**config.mk**
```make
export PLATFORM = sky130hd
export DESIGN_NAME = mem_port_arbiter
export DESIGN_NICKNAME = d
export VERILOG_FILES = /design/src/rtl/mem_port_arbiter.sv
export SDC_FILE = /design/constraint.sdc
export NUM_CORES = 1
export LEC_CHECK = 0
export CORE_AREA = 2 2 102 104
export CTS_CLUSTER_DIAMETER = 120
export CTS_CLUSTER_SIZE = 20
export DETAILED_ROUTE_END_ITERATION = 12
export DIE_AREA = 0 0 104 106
export PLACE_DENSITY = 0.87
export SYNTH_ARGS = -nofsm -noshare
export SYNTH_HDL_FRONTEND = slang
export SYNTH_SLANG_ARGS = --single-unit
```
**constraint.sdc**
```tcl
create_clock -name clk -period 1.8 [get_ports clk]
set_input_delay 0.27 -clock clk [delete_from_list [all_inputs] [get_ports clk]]
set_output_delay 0.27 -clock clk [all_outputs]
set_load 0.03 [all_outputs]
```
**src/rtl/mem_port_arbiter.sv**
```systemverilog
// ---------------------------------------------------------------------------
// mem_port_arbiter : shares one word-organised memory between fetch (port 0)
// and load/store (port 1). Optional build macro: ARB_MISALIGN_CHK_EN.
// Revision: 1.0
// ---------------------------------------------------------------------------
`default_nettype none

module mem_port_arbiter #(
  parameter int MAX_WAIT = 4,
  parameter int ADDR_W   = 32
) (
  input  logic              clk,
  input  logic              rst_n,
  input  logic              p0_req,
  input  logic [ADDR_W-1:0] p0_addr,
  output logic              p0_gnt,
  output logic              p0_rsp_valid,
  output logic [31:0]       p0_rsp_rdata,
  output logic              p0_rsp_err,
  input  logic              p1_req,
  input  logic              p1_we,
  input  logic [ADDR_W-1:0] p1_addr,
  input  logic [31:0]       p1_wdata,
  output logic              p1_gnt,
  output logic              p1_rsp_valid,
  output logic [31:0]       p1_rsp_rdata,
  output logic              p1_rsp_err,
  output logic [ADDR_W-1:0] mem_addr,
  output logic [31:0]       mem_wdata,
  output logic              mem_we,
  input  logic [31:0]       mem_rdata
);

  localparam logic [3:0] C_MAX_WAIT = 4'(MAX_WAIT);

  logic [3:0]        r_wait0;
  logic              r_p0_rsp_valid;
  logic [31:0]       r_p0_rsp_rdata;
  logic              r_p0_rsp_err;
  logic              r_p1_rsp_valid;
  logic [31:0]       r_p1_rsp_rdata;
  logic              r_p1_rsp_err;

  logic              w_force0;
  logic              w_p0_gnt;
  logic              w_p1_gnt;
  logic [ADDR_W-1:0] w_addr;
  logic              w_reject;
  logic [31:0]       w_rdata;

  // Port 1 wins contention unless port 0 has waited MAX_WAIT cycles.
  assign w_force0 = (r_wait0 == C_MAX_WAIT);
  assign w_p0_gnt = p0_req && (!p1_req || w_force0);
  assign w_p1_gnt = p1_req && !(p0_req && w_force0);

  assign w_addr = w_p0_gnt ? p0_addr :
                  w_p1_gnt ? p1_addr : '0;

`ifdef ARB_MISALIGN_CHK_EN
  assign w_reject = (w_p0_gnt || w_p1_gnt) && (w_addr[1:0] != 2'b00);
`else
  assign w_reject = 1'b0;
`endif

  assign w_rdata = w_reject ? 32'h0 : mem_rdata;

  assign p0_gnt    = w_p0_gnt;
  assign p1_gnt    = w_p1_gnt;
  assign mem_addr  = w_addr;
  assign mem_wdata = p1_wdata;
  assign mem_we    = w_p1_gnt && p1_we && !w_reject;

  always_ff @(posedge clk or negedge rst_n) begin
    if (!rst_n) begin
      r_wait0 <= 4'd0;
    end else if (p0_req && !w_p0_gnt) begin
      if (r_wait0 != C_MAX_WAIT) begin
        r_wait0 <= r_wait0 + 4'd1;
      end
    end else begin
      r_wait0 <= 4'd0;
    end
  end

  // Response data holds its last value between grants; valid is a pulse.
  always_ff @(posedge clk or negedge rst_n) begin
    if (!rst_n) begin
      r_p0_rsp_valid <= 1'b0;
      r_p0_rsp_rdata <= 32'h0;
      r_p0_rsp_err   <= 1'b0;
      r_p1_rsp_valid <= 1'b0;
      r_p1_rsp_rdata <= 32'h0;
      r_p1_rsp_err   <= 1'b0;
    end else begin
      r_p0_rsp_valid <= w_p0_gnt;
      r_p1_rsp_valid <= w_p1_gnt;
      if (w_p0_gnt) begin
        r_p0_rsp_rdata <= w_rdata;
        r_p0_rsp_err   <= w_reject;
      end
      if (w_p1_gnt) begin
        r_p1_rsp_rdata <= w_rdata;
        r_p1_rsp_err   <= w_reject;
      end
    end
  end

  assign p0_rsp_valid = r_p0_rsp_valid;
  assign p0_rsp_rdata = r_p0_rsp_rdata;
  assign p0_rsp_err   = r_p0_rsp_err;
  assign p1_rsp_valid = r_p1_rsp_valid;
  assign p1_rsp_rdata = r_p1_rsp_rdata;
  assign p1_rsp_err   = r_p1_rsp_err;

endmodule

`default_nettype wire

```
==> impl_metrics.toml, run 1 <==
[status]
status = "complete, but fails checks"
violations = "negative setup slack"

[layout]
drive_above_1_share = 0.382
nets = 572
final_cell_mix = "clkdlybuf4s50_1, dfrtp_1, buf_6, mux2_4, mux2_2"
final_util = 0.607
fill_cells = 765
layout.cells.non_filler = 578
area_growth_pct = 87.9
num_antenna_cells = 0
final_common_cell = "clkdlybuf4s50_1"
multi_input_area_um2 = 1320
seqCellArea_um2 = 1750

[critical_path]
start_kind = "register"
cp_data_required_time_ns = 1.53
cp_max_fo = 10
path_class = "register to output pin"
reg2reg_depth = 11
worstPathArrival_ns = 1.96
end_kind = "output pin"
ff2ff_setup_slack_ns = -0.28

[synth]
synth_area_um2 = 3230
ys_async_sr_fraction = 1.00
synth-seq-cells = 70
yosysTopAreaCellShare = 0.542
yosys_warnings = 0
synth_largest_area_cell = "dfrtp_1"
synth_edf_count = 0
synth_ff_type = "dfrtp_1"
synth.area.top_cells = "dfrtp_1, mux2_2, buf_4"
synth-seq-area-share = 0.542
synthDistinctLibCells = 19
syn_inst = 233
syn_area_per_cell_um2 = 13.9

[cts]
htreeDepth = 3
cts_made_buffers = 9
cts_tree = "yes"
cts_buffer_depth = 2
insertion_delay_ns = 0.35
root_buffer = "clkbuf_8"
clock-sinks = 70
path_clk_slew_ns = 0.08

[power_and_ir_drop]
p_per_area_nw_per_um2 = 832
p_leak_nw = 2.66
ir_drop_uv = 594

[sta]
layout_setup_ws_ns = -0.430
tns_ns = -17.25
rsz0062_at_grt = "true"
fin_crit_sh = 1.24
maxSlewViolCount = 0
finalSetupViolCount = 68
max_freq_ghz = 0.449
final-hold-violation-count = 0
whs_ns = 0.480
skew_ns = 0.00814
period_minus_slack_ns = 2.23

[die]
io_pins = 268
rows = 37
die-area_um2 = 11000
die_height_um = 106
core_um2 = 10000
initial_core_util = 0.323
fp.dieW_um = 104

[route]
vias = 2806
viasPerCell = 4.85
first_pass_iters = 4
avgRoutedWirePerCell_um = 22.8
route.detailed.drc = 0
wirelength_um = 13200
drtAntennaViolNets = 0
drtIter0Drc = 82

[grt]
antenna_found_initial = 1
overflow = 0
grt_max_degree = 71
grt_pass1_wl_um = 18100
grt_usage = 0.220
grt_pass1_vias = 2994

[place]
placed_cells = 535
place_ws_ns = -0.129
place.gp.congestion = 0.729
hpwl_um = 8720
numPortBuffers = 201

[hold_path]
hold_class = "input port to asynchronous set/reset pin"

[flow_run]
max-cap-violations = 0
[kinds of logic after synthesis]
family | count (synthesis) | synth area share
AO/OA/AOI/OAI | 33 | 0.0902
other | 1 | 0.00116
adder cells (fa/ha/maj) | 2 | 0.00774
flip-flops | 70 | 0.542
XOR/XNOR | 2 | 0.00542
multiplexers | 64 | 0.223
buffers and inverters | 51 | 0.115
AND/OR/NAND/NOR | 10 | 0.0159
[metal layers]
layer  global-route usage  share of wire  vias up
met4               0.0898          0.029        2
met2                0.366           0.49      171
met3                0.112           0.10       31
li1                     -              -     1206
met1                0.238           0.37     1396
met5                    0        0.00098        -
[state kept, by name, summed over array words and instances, names as in the netlist]
register and cells:
p0_rsp_rdata 32, p0_rsp_valid 1, p1_rsp_rdata 32, p1_rsp_valid 1
r_wait0 4
[worst paths after layout]
kind / startpoint / to
max in group asynchronous: rst_n / p1_rsp_rdata[7]
min reg2reg: p1_rsp_rdata[11] / p1_rsp_rdata[11]
min: rst_n / p0_rsp_rdata[23]
max reg2reg: r_wait0[1] / p0_rsp_rdata[7]
min in group clk: p1_rsp_rdata[11] / p1_rsp_rdata[11]
max: r_wait0[1] / mem_addr[29]
[synth_stat cells (2+ instances only)]
cell type	n
dfrtp_1	70
mux2_2	47
buf_4	41
a22o_1	32
mux2_1	17
inv_1	4
nor2_1	4
buf_2	3
buf_6	3
ha_1	2
nand3_1	2
[area by class of cell]
type / count / share of cell area
inverters: 4 / 0.00247
multi-input cells: 113 / 0.217
well taps: 136 / 0.0280
repair buffers: 239 / 0.430
clock buffers: 10 / 0.0227
flip-flops and latches: 70 / 0.288
clock inverters: 6 / 0.0111
[report_power, final]
| part | leakage (nW) | switching, mW | internal, mW | total, mW |
|---|---|---|---|---|
| clock | 0.0993 | 0.644 | 0.685 | 1.33 |
| combinational | 1.74 | 0.893 | 0.973 | 1.87 |
| sequential | 0.829 | 0.105 | 1.75 | 1.86 |
| total | 2.66 | 1.64 | 3.41 | 5.05 |
[through the flow]
stage / area, um^2 / power [mW]
2_1_floorplan: 3250 / 2.79
3_3_place_gp: 5110 / 3.44
3_5_place_dp: 5110 / 3.47
4_1_cts: 5780 / 5.02
5_1_grt: 6070 / 5.27
6_report: 6070 / 5.05
[critical path, cell delays in order, from the launching register on]
cell and delay, ns:
dfrtp_1 0.40, inv_2 0.08, ha_4 0.14, nand3b_1 0.15, a21boi_4 0.22, buf_6 0.15, clkbuf_16 0.17, a22o_1 0.17
buf_6 0.13
[timing repair]
item | CTS | global route
pin swaps | 3 | 19
hold endpoints to repair | 70 | 0
endpoints found under the setup margin | 60 | 99
cloned | 4 | 4
gates resized for setup | 83 | 28
hold buffers | 1 | 0
buffers inserted | 8 | 14
(Power assumes the default switching activity.)
==> run 2: changes to the inputs <==
--- a/config.mk
+++ b/config.mk
@@ -5,6 +5,7 @@
 export SDC_FILE = /design/constraint.sdc
 export NUM_CORES = 1
 export LEC_CHECK = 0
+export ABC_CLOCK_PERIOD_IN_PS = 1800
 export CORE_AREA = 2 2 102 104
 export CTS_CLUSTER_DIAMETER = 120
 export CTS_CLUSTER_SIZE = 20
==> constraint.sdc (replaced) <==
create_clock -name clk -period 1.8 [get_ports clk]
set_input_delay 0.45 -clock clk [delete_from_list [all_inputs] [get_ports clk]]
set_output_delay 0.45 -clock clk [all_outputs]
set_load 0.03 [all_outputs]
==> impl_metrics.toml, run 2 (same netlist as run 1, synthesis figures left out) <==
[layout]
multi_input_area_um2 = 1410
seqCellArea_um2 = 1750
drive_above_1_share = 0.358
area_growth_pct = 80.0
nets = 554
final_util = 0.582
final_cell_mix = "clkdlybuf4s50_1, dfrtp_1, dlygate4sd2_1, mux2_2, a22o_4"
final_common_cell = "clkdlybuf4s50_1"
fill_cells = 830

[power_and_ir_drop]
power_frac_comb = 0.358
p_leak_nw = 2.61
p_per_area_nw_per_um2 = 791
p_total_mw = 4.60
power.share.sequential = 0.399
swShare = 0.335
ir_drop_uv = 609
power_frac_clock = 0.243
power.switching_mw = 1.54
internal-power_mw = 3.06

[sta]
maxSlewViolCount = 0
finalSetupViolCount = 66
final-hold-violation-count = 0
skew_ns = 0.00853
fin_crit_sh = 1.30
max_freq_ghz = 0.426
rsz0062_at_grt = "true"
period_minus_slack_ns = 2.35
tns_ns = -21.04
layout_setup_ws_ns = -0.547

[cts]
cts_made_buffers = 9
path_clk_slew_ns = 0.07
cts_tree = "yes"
root_buffer = "clkbuf_8"
cts_buffer_depth = 2
ctsHoldBuffers = 0
insertion_delay_ns = 0.35
htreeDepth = 3
clock-sinks = 70

[route]
avgRoutedWirePerCell_um = 19.8
first_pass_iters = 4
drtIter0Drc = 112
vias = 2691
route.detailed.drc = 0
viasPerCell = 4.79
wirelength_um = 11100
drtAntennaViolNets = 0

[die]
fp.dieW_um = 104
die-area_um2 = 11000
initial_core_util = 0.323
die_height_um = 106
rows = 37
core_um2 = 10000
io_pins = 268

[flow_run]
max-cap-violations = 0

[hold_path]
hold_class = "input port to asynchronous set/reset pin"

[grt]
grt_pass1_vias = 2827
overflow = 0
grt_max_degree = 71
antenna_found_initial = 4
grt_usage = 0.191
grt_pass1_wl_um = 15800

[place]
place.gp.congestion = 0.769
place_ws_ns = -0.484
hpwl_um = 8020
numPortBuffers = 201

[critical_path]
worstPathArrival_ns = 1.90
end_kind = "output pin"
start_kind = "register"
cp_max_fo = 10
path_class = "register to output pin"
cp_data_required_time_ns = 1.35

[status]
status = "complete, but fails checks"
violations = "negative setup slack"
[run 2: cell types whose count changed in the layout (fill, tap and decap cells not counted), sizes merged]
cell           change
clkdlybuf4s50     -66
dlygate4sd2       +66
buf               -16
clkbuf             +2
diode              +2
inv                -2
bufinv             -1
dlygate4sd3        -1
[run 2: worst paths after layout]
kind                                 startpoint  depth (start not counted)  slack (ns)               end
min in group clk                p0_rsp_rdata[0]                          1        0.48   p0_rsp_rdata[0]
worst max register to register       r_wait0[1]                          9       -0.15  p0_rsp_rdata[14]
worst min-delay path                      rst_n                          2        0.11  p0_rsp_rdata[22]
worst max-delay path                 r_wait0[1]                          8       -0.55      mem_addr[28]
max in group asynchronous                 rst_n                          2        1.39  p0_rsp_rdata[13]
worst min register to register  p0_rsp_rdata[0]                          1        0.48   p0_rsp_rdata[0]
[run 2: power by group through the flow]
stage / Clock [mW] / Sequential [mW] / Combinational (mW)
global route: 1.23 / 1.86 / 1.72
floorplan: 0 / 2.24 / 0.628
finish: 1.12 / 1.84 / 1.65
global placement: 0 / 1.86 / 1.67
detailed placement: 0 / 1.88 / 1.69
CTS: 1.17 / 1.84 / 1.60
[run 2: worst max-delay path: stages, from the launching register on]
cell and delay [ns]:
dfrtp_1 0.38, inv_1 0.07, ha_2 0.18, nand3b_1 0.14, a21boi_4 0.18, buf_12 0.15, buf_12 0.14, a22o_4 0.16
buf_6 0.13
[run 2: layer usage]
metal,vias to the layer above,global-route usage,share of wire
met3,24,0.102,0.10
met1,1345,0.187,0.34
met2,147,0.336,0.52
li1,1171,-,-
met5,-,0,0.0022
met4,4,0.0830,0.028
[run 2: timing repair]
action                     CTS  global route
gates resized for setup     74            29
setup endpoints to repair  134            66
cloned                       2             3
buffers inserted             1             4
pin swaps                    0             1
[run 2: stage by stage]
stage / area [um^2] / hold WS (ns) / std cells
after detailed placement: 5440 / 0.474 / 535
after CTS: 5600 / 0.115 / 553
after global routing: 5820 / 0.123 / 561
after floorplan: 3570 / 0.154 / 234
after global placement: 5440 / 0.468 / 535
final: 5820 / 0.114 / 562
[run 2: cell type report]
class                      count  share of cell area
antenna                        2            0.000860
clock buffer                  13              0.0256
clock inverter                 3             0.00344
inverter                       4             0.00344
multi-input combinational    113               0.242
sequential                    70               0.301
tap                          136              0.0292
timing repair buffer         221               0.395
